File: config.mk
export PLATFORM = sky130hd
export DESIGN_NAME = mq_pass_length_record
export DESIGN_NICKNAME = d
export VERILOG_FILES = /design/src/rtl/mq_pkg.sv /design/src/rtl/mq_pass_length_record_fifo.sv /design/src/rtl/mq_pass_length_record.sv
export SDC_FILE = /design/constraint.sdc
export NUM_CORES = 1
export LEC_CHECK = 0
export BUFFER_PORTS_ARGS = -buffer_cell sky130_fd_sc_hd__buf_2
export CAP_MARGIN = 10
export CORE_ASPECT_RATIO = 0.8
export CORE_MARGIN = 2
export CORE_UTILIZATION = 50
export CTS_CLUSTER_SIZE = 8
export DETAILED_ROUTE_END_ITERATION = 10
export GPL_TIMING_DRIVEN = 1
export PLACE_DENSITY = 0.67
export SLEW_MARGIN = 0
export SYNTH_ARGS = -nofsm -noshare
export SYNTH_HDL_FRONTEND = slang
export SYNTH_SLANG_ARGS = --single-unit
File: constraint.sdc
create_clock -name clk -period 5.63 [get_ports clk]
set_input_delay 0.8445 -clock clk [delete_from_list [all_inputs] [get_ports clk]]
set_output_delay 0.8445 -clock clk [all_outputs]
set_load 0.02 [all_outputs]
File: src/rtl/mq_pkg.sv
// Shared pass codes, record layout and FSM encoding for the MQ pass-length recorder.
package mq_pkg;

  localparam logic [1:0] PASS_FIN = 2'b00;
  localparam logic [1:0] PASS_SP  = 2'b01;
  localparam logic [1:0] PASS_MRP = 2'b10;
  localparam logic [1:0] PASS_CP  = 2'b11;

  // Record layout, MSB first: {final, pass[1:0], plane[BP_W-1:0], len[LEN_W-1:0]}
  localparam int unsigned REC_HDR_W = 3;

  typedef enum logic [1:0] {
    ST_IDLE,
    ST_RUN,
    ST_DRAIN
  } rec_state_e;

  function automatic logic [1:0] pass_after(input logic [1:0] p);
    case (p)
      PASS_CP: return PASS_SP;
      PASS_SP: return PASS_MRP;
      default: return PASS_CP;
    endcase
  endfunction

endpackage

File: src/rtl/mq_pass_length_record_fifo.sv
// Generic first-word fall-through synchronous FIFO; a write while full is
// accepted only when a read happens in the same cycle.
module pass_rec_fifo #(
  parameter int unsigned WIDTH = 8,
  parameter int unsigned DEPTH = 8
) (
  input  logic             clk,
  input  logic             rst,
  input  logic             clr,
  input  logic             wr_en,
  input  logic [WIDTH-1:0] wr_data,
  input  logic             rd_en,
  output logic [WIDTH-1:0] rd_data,
  output logic             full,
  output logic             empty
);

  localparam int unsigned AW = (DEPTH > 1) ? $clog2(DEPTH) : 1;

  logic [WIDTH-1:0] r_mem [DEPTH];
  logic [AW:0]      r_wr_ptr;
  logic [AW:0]      r_rd_ptr;
  logic             w_wr;
  logic             w_rd;

  assign empty   = (r_wr_ptr == r_rd_ptr);
  assign full    = (r_wr_ptr[AW] != r_rd_ptr[AW]) &&
                   (r_wr_ptr[AW-1:0] == r_rd_ptr[AW-1:0]);
  assign w_rd    = rd_en && !empty;
  assign w_wr    = wr_en && (!full || w_rd);
  assign rd_data = r_mem[r_rd_ptr[AW-1:0]];

  always_ff @(posedge clk) begin
    if (rst || clr) begin
      r_wr_ptr <= '0;
      r_rd_ptr <= '0;
    end else begin
      if (w_wr) r_wr_ptr <= r_wr_ptr + 1'b1;
      if (w_rd) r_rd_ptr <= r_rd_ptr + 1'b1;
    end
  end

  always_ff @(posedge clk) begin
    if (w_wr) r_mem[r_wr_ptr[AW-1:0]] <= wr_data;
  end

endmodule

File: src/rtl/mq_pass_length_record.sv
// Records cumulative MQ byte counts at each coding-pass end of a code-block and
// queues them, followed by one final-length record, for tier-2 consumers.
module mq_pass_length_record
  import mq_pkg::*;
#(
  parameter int unsigned LEN_W = 16,
  parameter int unsigned BP_W  = 5,
  parameter int unsigned DEPTH = 8
) (
  input  logic             clk,
  input  logic             rst,
  input  logic             rst_syn,
  input  logic             byte_valid,
  input  logic             word_last_sp,
  input  logic             word_last_mrp,
  input  logic             word_last_cp,
  input  logic             bp_code_over,
  input  logic [BP_W-1:0]  msb_plane,
  output logic             rec_valid,
  input  logic             rec_ready,
  output logic [1:0]       rec_pass,
  output logic [BP_W-1:0]  rec_plane,
  output logic [LEN_W-1:0] rec_len,
  output logic             rec_final,
  output logic             overflow,
  output logic             proto_err,
  output logic             cb_done
);

  localparam int unsigned REC_W = REC_HDR_W + BP_W + LEN_W;

  rec_state_e       r_state;
  rec_state_e       w_state_nxt;
  logic [LEN_W-1:0] r_cnt;
  logic [LEN_W-1:0] w_cnt_nxt;
  logic [BP_W-1:0]  r_plane;
  logic [BP_W-1:0]  w_plane_nxt;
  logic [1:0]       r_exp;
  logic             r_wl_sp;
  logic             r_wl_mrp;
  logic             r_wl_cp;
  logic             r_fin_pend;
  logic [REC_W-1:0] r_fin_rec;
  logic             r_overflow;
  logic             r_proto_err;
  logic             r_cb_done;

  logic             w_run;
  logic             w_drain;
  logic             w_e_sp;
  logic             w_e_mrp;
  logic             w_e_cp;
  logic             w_ev;
  logic             w_multi;
  logic [1:0]       w_ev_pass;
  logic             w_fin_now;
  logic             w_err;
  logic [REC_W-1:0] w_ev_rec;
  logic [REC_W-1:0] w_fin_rec;
  logic             w_push;
  logic [REC_W-1:0] w_wdata;
  logic [REC_W-1:0] w_rd_data;
  logic [REC_W-1:0] w_head;
  logic             w_full;
  logic             w_empty;
  logic             w_pop;
  logic             w_fin_pop;

  assign w_run   = (r_state == ST_RUN);
  assign w_drain = (r_state == ST_DRAIN);

  assign w_e_sp  = w_run && word_last_sp  && !r_wl_sp;
  assign w_e_mrp = w_run && word_last_mrp && !r_wl_mrp;
  assign w_e_cp  = w_run && word_last_cp  && !r_wl_cp;
  assign w_ev    = w_e_sp || w_e_mrp || w_e_cp;
  assign w_multi = (w_e_sp && w_e_mrp) || (w_e_sp && w_e_cp) || (w_e_mrp && w_e_cp);
  assign w_ev_pass = w_e_cp ? PASS_CP : (w_e_mrp ? PASS_MRP : PASS_SP);

  assign w_cnt_nxt = (w_run && byte_valid && !(&r_cnt)) ? r_cnt + 1'b1 : r_cnt;
  assign w_plane_nxt = (w_ev && w_ev_pass == PASS_CP && r_plane != '0) ? r_plane - 1'b1
                                                                        : r_plane;

  assign w_fin_now = w_run && bp_code_over;
  assign w_ev_rec  = {1'b0, w_ev_pass, r_plane, w_cnt_nxt};
  // The final record follows any same-cycle pass edge, so it sees the updated plane.
  assign w_fin_rec = {1'b1, PASS_FIN, w_plane_nxt, w_cnt_nxt};

  assign w_err = (w_ev && (w_multi || w_ev_pass != r_exp)) || (w_drain && byte_valid);

  // Single FIFO write port: pass edge, else direct final, else deferred final.
  always_comb begin
    w_push  = 1'b0;
    w_wdata = w_ev_rec;
    if (w_ev) begin
      w_push = 1'b1;
    end else if (w_fin_now) begin
      w_push  = 1'b1;
      w_wdata = w_fin_rec;
    end else if (r_fin_pend) begin
      w_push  = 1'b1;
      w_wdata = r_fin_rec;
    end
  end

  pass_rec_fifo #(
    .WIDTH (REC_W),
    .DEPTH (DEPTH)
  ) u_fifo (
    .clk     (clk),
    .rst     (rst),
    .clr     (rst_syn),
    .wr_en   (w_push),
    .wr_data (w_wdata),
    .rd_en   (w_pop),
    .rd_data (w_rd_data),
    .full    (w_full),
    .empty   (w_empty)
  );

  assign w_head    = {REC_W{~w_empty}} & w_rd_data;
  assign w_pop     = !w_empty && rec_ready;
  assign w_fin_pop = w_drain && w_pop && w_head[REC_W-1];

  always_comb begin
    w_state_nxt = r_state;
    if (rst_syn) begin
      w_state_nxt = ST_RUN;
    end else begin
      case (r_state)
        ST_RUN:   if (bp_code_over) w_state_nxt = ST_DRAIN;
        ST_DRAIN: if (w_fin_pop)    w_state_nxt = ST_IDLE;
        default:  ;
      endcase
    end
  end

  always_ff @(posedge clk) begin
    if (rst) begin
      r_state     <= ST_IDLE;
      r_cnt       <= '0;
      r_plane     <= '0;
      r_exp       <= PASS_CP;
      r_wl_sp     <= 1'b0;
      r_wl_mrp    <= 1'b0;
      r_wl_cp     <= 1'b0;
      r_fin_pend  <= 1'b0;
      r_fin_rec   <= '0;
      r_overflow  <= 1'b0;
      r_proto_err <= 1'b0;
      r_cb_done   <= 1'b0;
    end else if (rst_syn) begin
      r_state     <= w_state_nxt;
      r_cnt       <= '0;
      r_plane     <= msb_plane;
      r_exp       <= PASS_CP;
      r_wl_sp     <= 1'b0;
      r_wl_mrp    <= 1'b0;
      r_wl_cp     <= 1'b0;
      r_fin_pend  <= 1'b0;
      r_overflow  <= 1'b0;
      r_proto_err <= 1'b0;
      r_cb_done   <= 1'b0;
    end else begin
      r_state    <= w_state_nxt;
      r_cnt      <= w_cnt_nxt;
      r_plane    <= w_plane_nxt;
      r_wl_sp    <= word_last_sp;
      r_wl_mrp   <= word_last_mrp;
      r_wl_cp    <= word_last_cp;
      r_fin_pend <= w_fin_now && w_ev;
      r_cb_done  <= w_fin_pop;
      if (w_ev)      r_exp     <= pass_after(w_ev_pass);
      if (w_fin_now) r_fin_rec <= w_fin_rec;
      if (w_push && w_full && !w_pop) r_overflow <= 1'b1;
      if (w_err) r_proto_err <= 1'b1;
    end
  end

  assign rec_valid = !w_empty;
  assign rec_final = w_head[REC_W-1];
  assign rec_pass  = w_head[LEN_W+BP_W +: 2];
  assign rec_plane = w_head[LEN_W +: BP_W];
  assign rec_len   = w_head[LEN_W-1:0];
  assign overflow  = r_overflow;
  assign proto_err = r_proto_err;
  assign cb_done   = r_cb_done;

endmodule

Word level (Yosys, flattened, before mapping) --
Memories as Yosys holds them, arrays and structs flattened. A register that Yosys moved wholly into a read port is not among the register bits. Index checks and enable logic that the tools add are counted.
Operators by class: add/sub/neg operators 4, equal/unequal tests 12, mux-type cells 20, bitwise logic cells 3, reduce and logical (&&, ||, !) cells 48
Operators by type and width (count):
- 2-to-1 mux 24 bit | 3
- logical AND 1 bit | 25
- AND 24 bit | 1
- adder 16 x 1 -> 16 bit, second input constant | 1
- 2-to-1 mux 16 bit | 1
- AND reduction 16 bit | 1
- 2-to-1 mux 5 bit | 2
- adder 4 x 1 -> 4 bit, second input constant | 2
- logical OR 1 bit | 8
- 2-to-1 mux 2 bit | 4
- case mux 2 bit (2 select lines) | 2
- logical NOT 1 bit | 7
- 2-to-1 mux 1 bit | 6
- 2-to-1 mux 3 bit | 2
- AND reduction 3 bit | 2
- nonzero test 5 bit | 1
- subtractor 5 x 1 -> 5 bit, second input constant | 1
- == test 2 x 1 -> 1 bit, second input constant | 2
- == test 2 bit, second input constant | 2
- == test 4 bit | 1
- == test 3 bit | 1
- != test 3 x 2 -> 1 bit, second input constant | 1
- != test 3 bit, second input constant | 1
- nonzero test 3 bit | 1
- other kinds (8) | 9
Word-level totals: bits in registers 62, bits in writable memories 192, input bits 14, output and inout bits 28, word-level logic and storage cells 103, memories 1
Memory list:
- u_fifo.r_mem | words 8, bits a word 24, rd ports 1, clocked after Yosys merged registers in 1, write ports 1, line mq_pass_length_record_fifo.sv:20 | logic [WIDTH-1:0] r_mem [DEPTH];

Longest topological paths before layout --
depth after elaboration 11, mapped depth 8, mapped depth without buffers 7

Cells and area by module --
Synthesis repeated with hierarchy kept, for this count alone.
Second synthesis, totals: cell total of the unflattened synthesis 706, area total of the unflattened synthesis 10755.3 um2
By module, submodules not included:
- pass_rec_fifo | instances 1, cells each 352, area an instance 7853.8 um2, sequential area each 5985.7 um2
- mq_pass_length_record | instances 1, cells each 354, area an instance 2901.5 um2, sequential area each 1081.0 um2

Worst setup path before layout --
No wires, ideal clock.
path kind input to register, start point in word_last_cp, end point mem u_fifo.r_mem[0][0] (netlist name), enable pin, arrival 4.201 ns, required time 5.155 ns, slack 0.954 ns, stages 5, buffers on the path 1, path through nand2b_1 -> a31o_2 -> buf_2 -> a22oi_4 -> nor4b_1
On the way: cells in the longest elaborated chain, start to end 7
RTL lines:
- start, declared | line mq_pass_length_record.sv:16 | input logic word_last_cp,
- logical AND 1 bit (2 in a row) | line mq_pass_length_record.sv:74 | assign w_e_cp = w_run && word_last_cp && !r_wl_cp;
- logical OR 1 bit | line mq_pass_length_record.sv:75 | assign w_ev = w_e_sp || w_e_mrp || w_e_cp;
- 2-to-1 mux 1 bit | line mq_pass_length_record.sv:94 | if (w_ev) begin
- logical AND 1 bit | line mq_pass_length_record_fifo.sv:30 | assign w_wr = wr_en && (!full || w_rd);
- 2-to-1 mux 1 bit | line mq_pass_length_record_fifo.sv:44 | if (w_wr) r_mem[r_wr_ptr[AW-1:0]] <= wr_data;
- 2-to-1 mux 1 bit (implied by the code) | line mq_pass_length_record_fifo.sv:44
- end, declared | line mq_pass_length_record_fifo.sv:20
No other way between the ends.

==> metrics.md <==
| Metric | Value |
|---|---|
| Status | `finished, final reports clean` |
| CTS resizes | `0` |
| Most frequent cells in the layout | `edfxtp_1 (192), nor2_1 (96), dfxtp_1 (63)` |
| Gr usage total | `between 10% and 20%` |
| Number of flops mapped to enable cells by yosys | `approximately 190` |
| Initial Util | `a little over 50%` |
| Gpl congestion | `a little over 0.8` |
| RR Startpoint | `r_plane[0]$_SDFF_PP0_` |
| Cell taking the most area after synthesis | `edfxtp_1` |
| Share of layout cells above drive strength 1 | `21.5%` |
| Cts hold-fix bufs | `0` |
| RSZ-0062 raised after global routing | `false` |
| Commonest non-fill, non-tap cell in the layout | `edfxtp_1` |
| Gr ovfl total | `0` |
| R2R depth | `7` |
| Area of the die | `about 22000 um^2` |
| Headroom to the max-slew limit | `between 30% and 40%` |
| WL/cell | `20.8 um` |
| Max FO, Critical Path | `47` |
| ANT nets after route | `0` |
| HP Start | `r_fin_rec[17]$_SDFFE_PP0P_` |
| TritonCTS Buffers | `38` |
| Top_reg_cell synth | `edfxtp_1` |
| Final period util | `61.4%` |
| Worst setup EP type | `primary output` |
| Longest Clk Path Bufs | `3` |
| Synth Area in Compound Gates | `under 10%` |
| Setup TNS Final | `0 ps` |
| Via count | `between 6000 and 7000` |
| Post-synth top area share | `55.2%` |
| Maximum vdd ir drop | `roughly 0.00017 V` |
| CTS H-Tree Depth | `2` |
| FF-to-FF setup slack | `between 2000 and 3000 ps` |
| Warnings from Yosys | `0` |
| First-pass GRT wire length | `between 30 and 40 mm` |
| CP required | `4790 ps` |
| Chip height | `133 um` |
| DRC Markers | `0` |
| Port Buffers | `between 40 and 50` |
| Area growth from synthesis to layout | `15.3%` |
| Cell row count | `between 40 and 50` |
| Crit start category | `flip-flop` |
| Post-synthesis mux area share | `~14%` |
| Final setup violation count | `0` |
| CP Cell Sequence | `mux4_2 -> mux2i_1 -> nor2_1 -> buf_2` |
| Initial antenna violation count | `0` |
| Die Width | `about 170 um` |
| CTS root buffer | `clkbuf_16` |
| Total Wirelength | `between 20 and 25 mm` |
| Fin Hold WS | `roughly 470 ps` |
| Largest net degree at the start of global routing | `49` |
| Slew Viols, Final | `0` |
| Post-CTS setup buffers | `0` |
| Unique masters post-synth | `60` |
| Top cells by area, synth | `edfxtp_1 (55%), dfxtp_1 (12%), mux4_2 (10%), nor2_1 (3.4%), mux2i_1 (3.3%)` |
| Via density | `just under 6` |
| Minimum clock period | `~3500 ps` |
| Asr flop ratio synth | `0%` |
| Synth Area per Inst | `approximately 15 um^2` |
| IO Pins | `42` |
| Register area share after synthesis | `approximately two thirds` |
| Hold Path End | `r_fin_rec[17]$_SDFFE_PP0P_` |
| Final #Nets | `~770` |
| Worst Path Arrival | `roughly 2600 ps` |
| FF+latch count, synth | `between 200 and 300` |
| Fill count | `~1600` |
| CTS tree | `done` |
| Slowest CP cell | `dfxtp_4` |
| Power Density | `between 300 and 400 nW/um^2` |
| Synth Instances | `689` |
| Clock Skew | `15.0 ps` |
| Hpwl dp | `12.9 mm` |
| CTS sink cnt | `roughly 260` |
| Vias in the first global route | `between 6000 and 7000` |
| Pre-antenna DRT Iters | `4` |
| Max cap viols | `0` |
| Clk slew on worst S/H paths | `50 ps` |
| Final antenna diode count | `0` |
| Clk_lat worst skew | `roughly 500 ps` |
| Core area | `between 20000 and 25000 um^2` |
| Synthesized cell area | `10500 um^2` |
| Post-Synth Adder-Cell Area | `less than 1%` |
| Hold Path Class | `flip-flop to flip-flop` |
| Synth Area in XOR/XNOR | `under 10%` |
| Critical path class | `flip-flop to primary output` |
| Fmax | `approximately 290 MHz` |
| Max incr delay on CP | `between 900 and 1000 ps` |
| Post-synthesis simple-gate area fraction | `approximately a tenth` |
| Main combinational cell family by area after synthesis | `multiplexers` |
| Syn Nets | `around 710` |
| Worst slew pin tran | `around 1000 ps` |
| DR iter-0 viols | `slightly below 400` |
| Worst Hold Depth | `2` |
| Leakage | `about 4.1 nW` |
| Final Hold Fails | `0` |
| RR Endpoint | `u_fifo.r_mem[4][14]$_DFFE_PP_` |
flip-flops by register name, summed over array words and instances, names as in the netlist, 2 cells and up, named ones only:
register	flops
u_fifo.r_mem	192
r_fin_rec	22
r_cnt	16
r_plane	5
u_fifo.r_rd_ptr	4
u_fifo.r_wr_ptr	4
r_exp	2
r_state	2
worst max path at each step:
stage / cells after the start / from / to / slack, ps
global placement: 6 / word_last_cp / u_fifo.r_mem[0][0]$_DFFE_PP_ / 2590
floorplan: 5 / word_last_cp / u_fifo.r_mem[0][0]$_DFFE_PP_ / 950
detailed placement: 6 / word_last_cp / u_fifo.r_mem[0][12]$_DFFE_PP_ / 2480
global route: 4 / flip-flop / rec_len[2] / 1960
finish: 4 / flip-flop / rec_len[2] / 2170
CTS: 4 / flip-flop / rec_len[1] / 2080
critical path: cells and delay by family, from the launching register on:
family | cells | cell delay (ps)
flops | 1 | 960
mux | 2 | 870
buf+inv | 1 | 170
simple gates | 1 | 60
metrics by stage:
stage / cell area, um^2 / worst slack [ps] / utilization, % / power [W] / instances
floorplan: 10500 / 954 / - / 0.00228 / 689
global placement: 11000 / 2590 / 53.3 / 0.00234 / 978
detailed placement: 11000 / 2480 / 53.3 / 0.00235 / 978
CTS: 12100 / 2080 / 58.6 / 0.00439 / 1046
global route: 12100 / 1960 / 58.6 / 0.00448 / 1046
finish: 12100 / 2170 / 58.6 / 0.00435 / 1046
logic make-up (layout without fill, tap and decap cells):
| kind of cell | after synthesis | after routing |
|---|---|---|
| DFF | 257 | 257 |
| and+or+nand+nor | 198 | 198 |
| AOI/OAI and AO/OA | 86 | 86 |
| muxes | 82 | 82 |
| buffers and inverters | 43 | 131 |
| xor gates and xnor gates | 19 | 19 |
| adders and majority gates | 4 | 4 |
power by group:
| part | leakage, nW | switching, W | internal, W |
|---|---|---|---|
| clock network | 0.521 | 0.000753 | 0.00129 |
| registers | 2.43 | 0.0000224 | 0.00207 |
| logic | 1.19 | 0.000137 | 0.0000803 |
area by class of cell:
type,count,area [um^2],share of cell area [%]
clock inverters,2,17.5,0.145
flip-flops and latches,257,7070,58.7
clock buffers,66,1080,8.94
well taps,269,337,2.79
inverters,10,37.5,0.311
multi-input cells,389,3220,26.7
repair buffers,53,295,2.45
per-layer routing:
metal / up-vias / wire length (um) / global-route usage (%)
li1: 2777 / - / -
met1: 3046 / 9970 / 28.5
met2: 198 / 10000 / 31.4
met3: 45 / 1290 / 3.68
met4: 0 / 496 / 6.33
met5: - / 0 / 0
Yosys cell counts (7+ instances only):
cell,n
xnor2_1,10
xor2_1,9
nand3_1,10
o21ai_0,14
clkbuf_1,13
edfxtp_1,192
dfxtp_1,65
nor3_1,8
a31oi_1,7
mux2i_1,34
a211oi_1,17
buf_2,14
inv_1,9
mux4_2,48
a21oi_1,28
nand2b_1,8
nand2_1,32
nor2_1,96
Power figures use the tool's default switching activity.
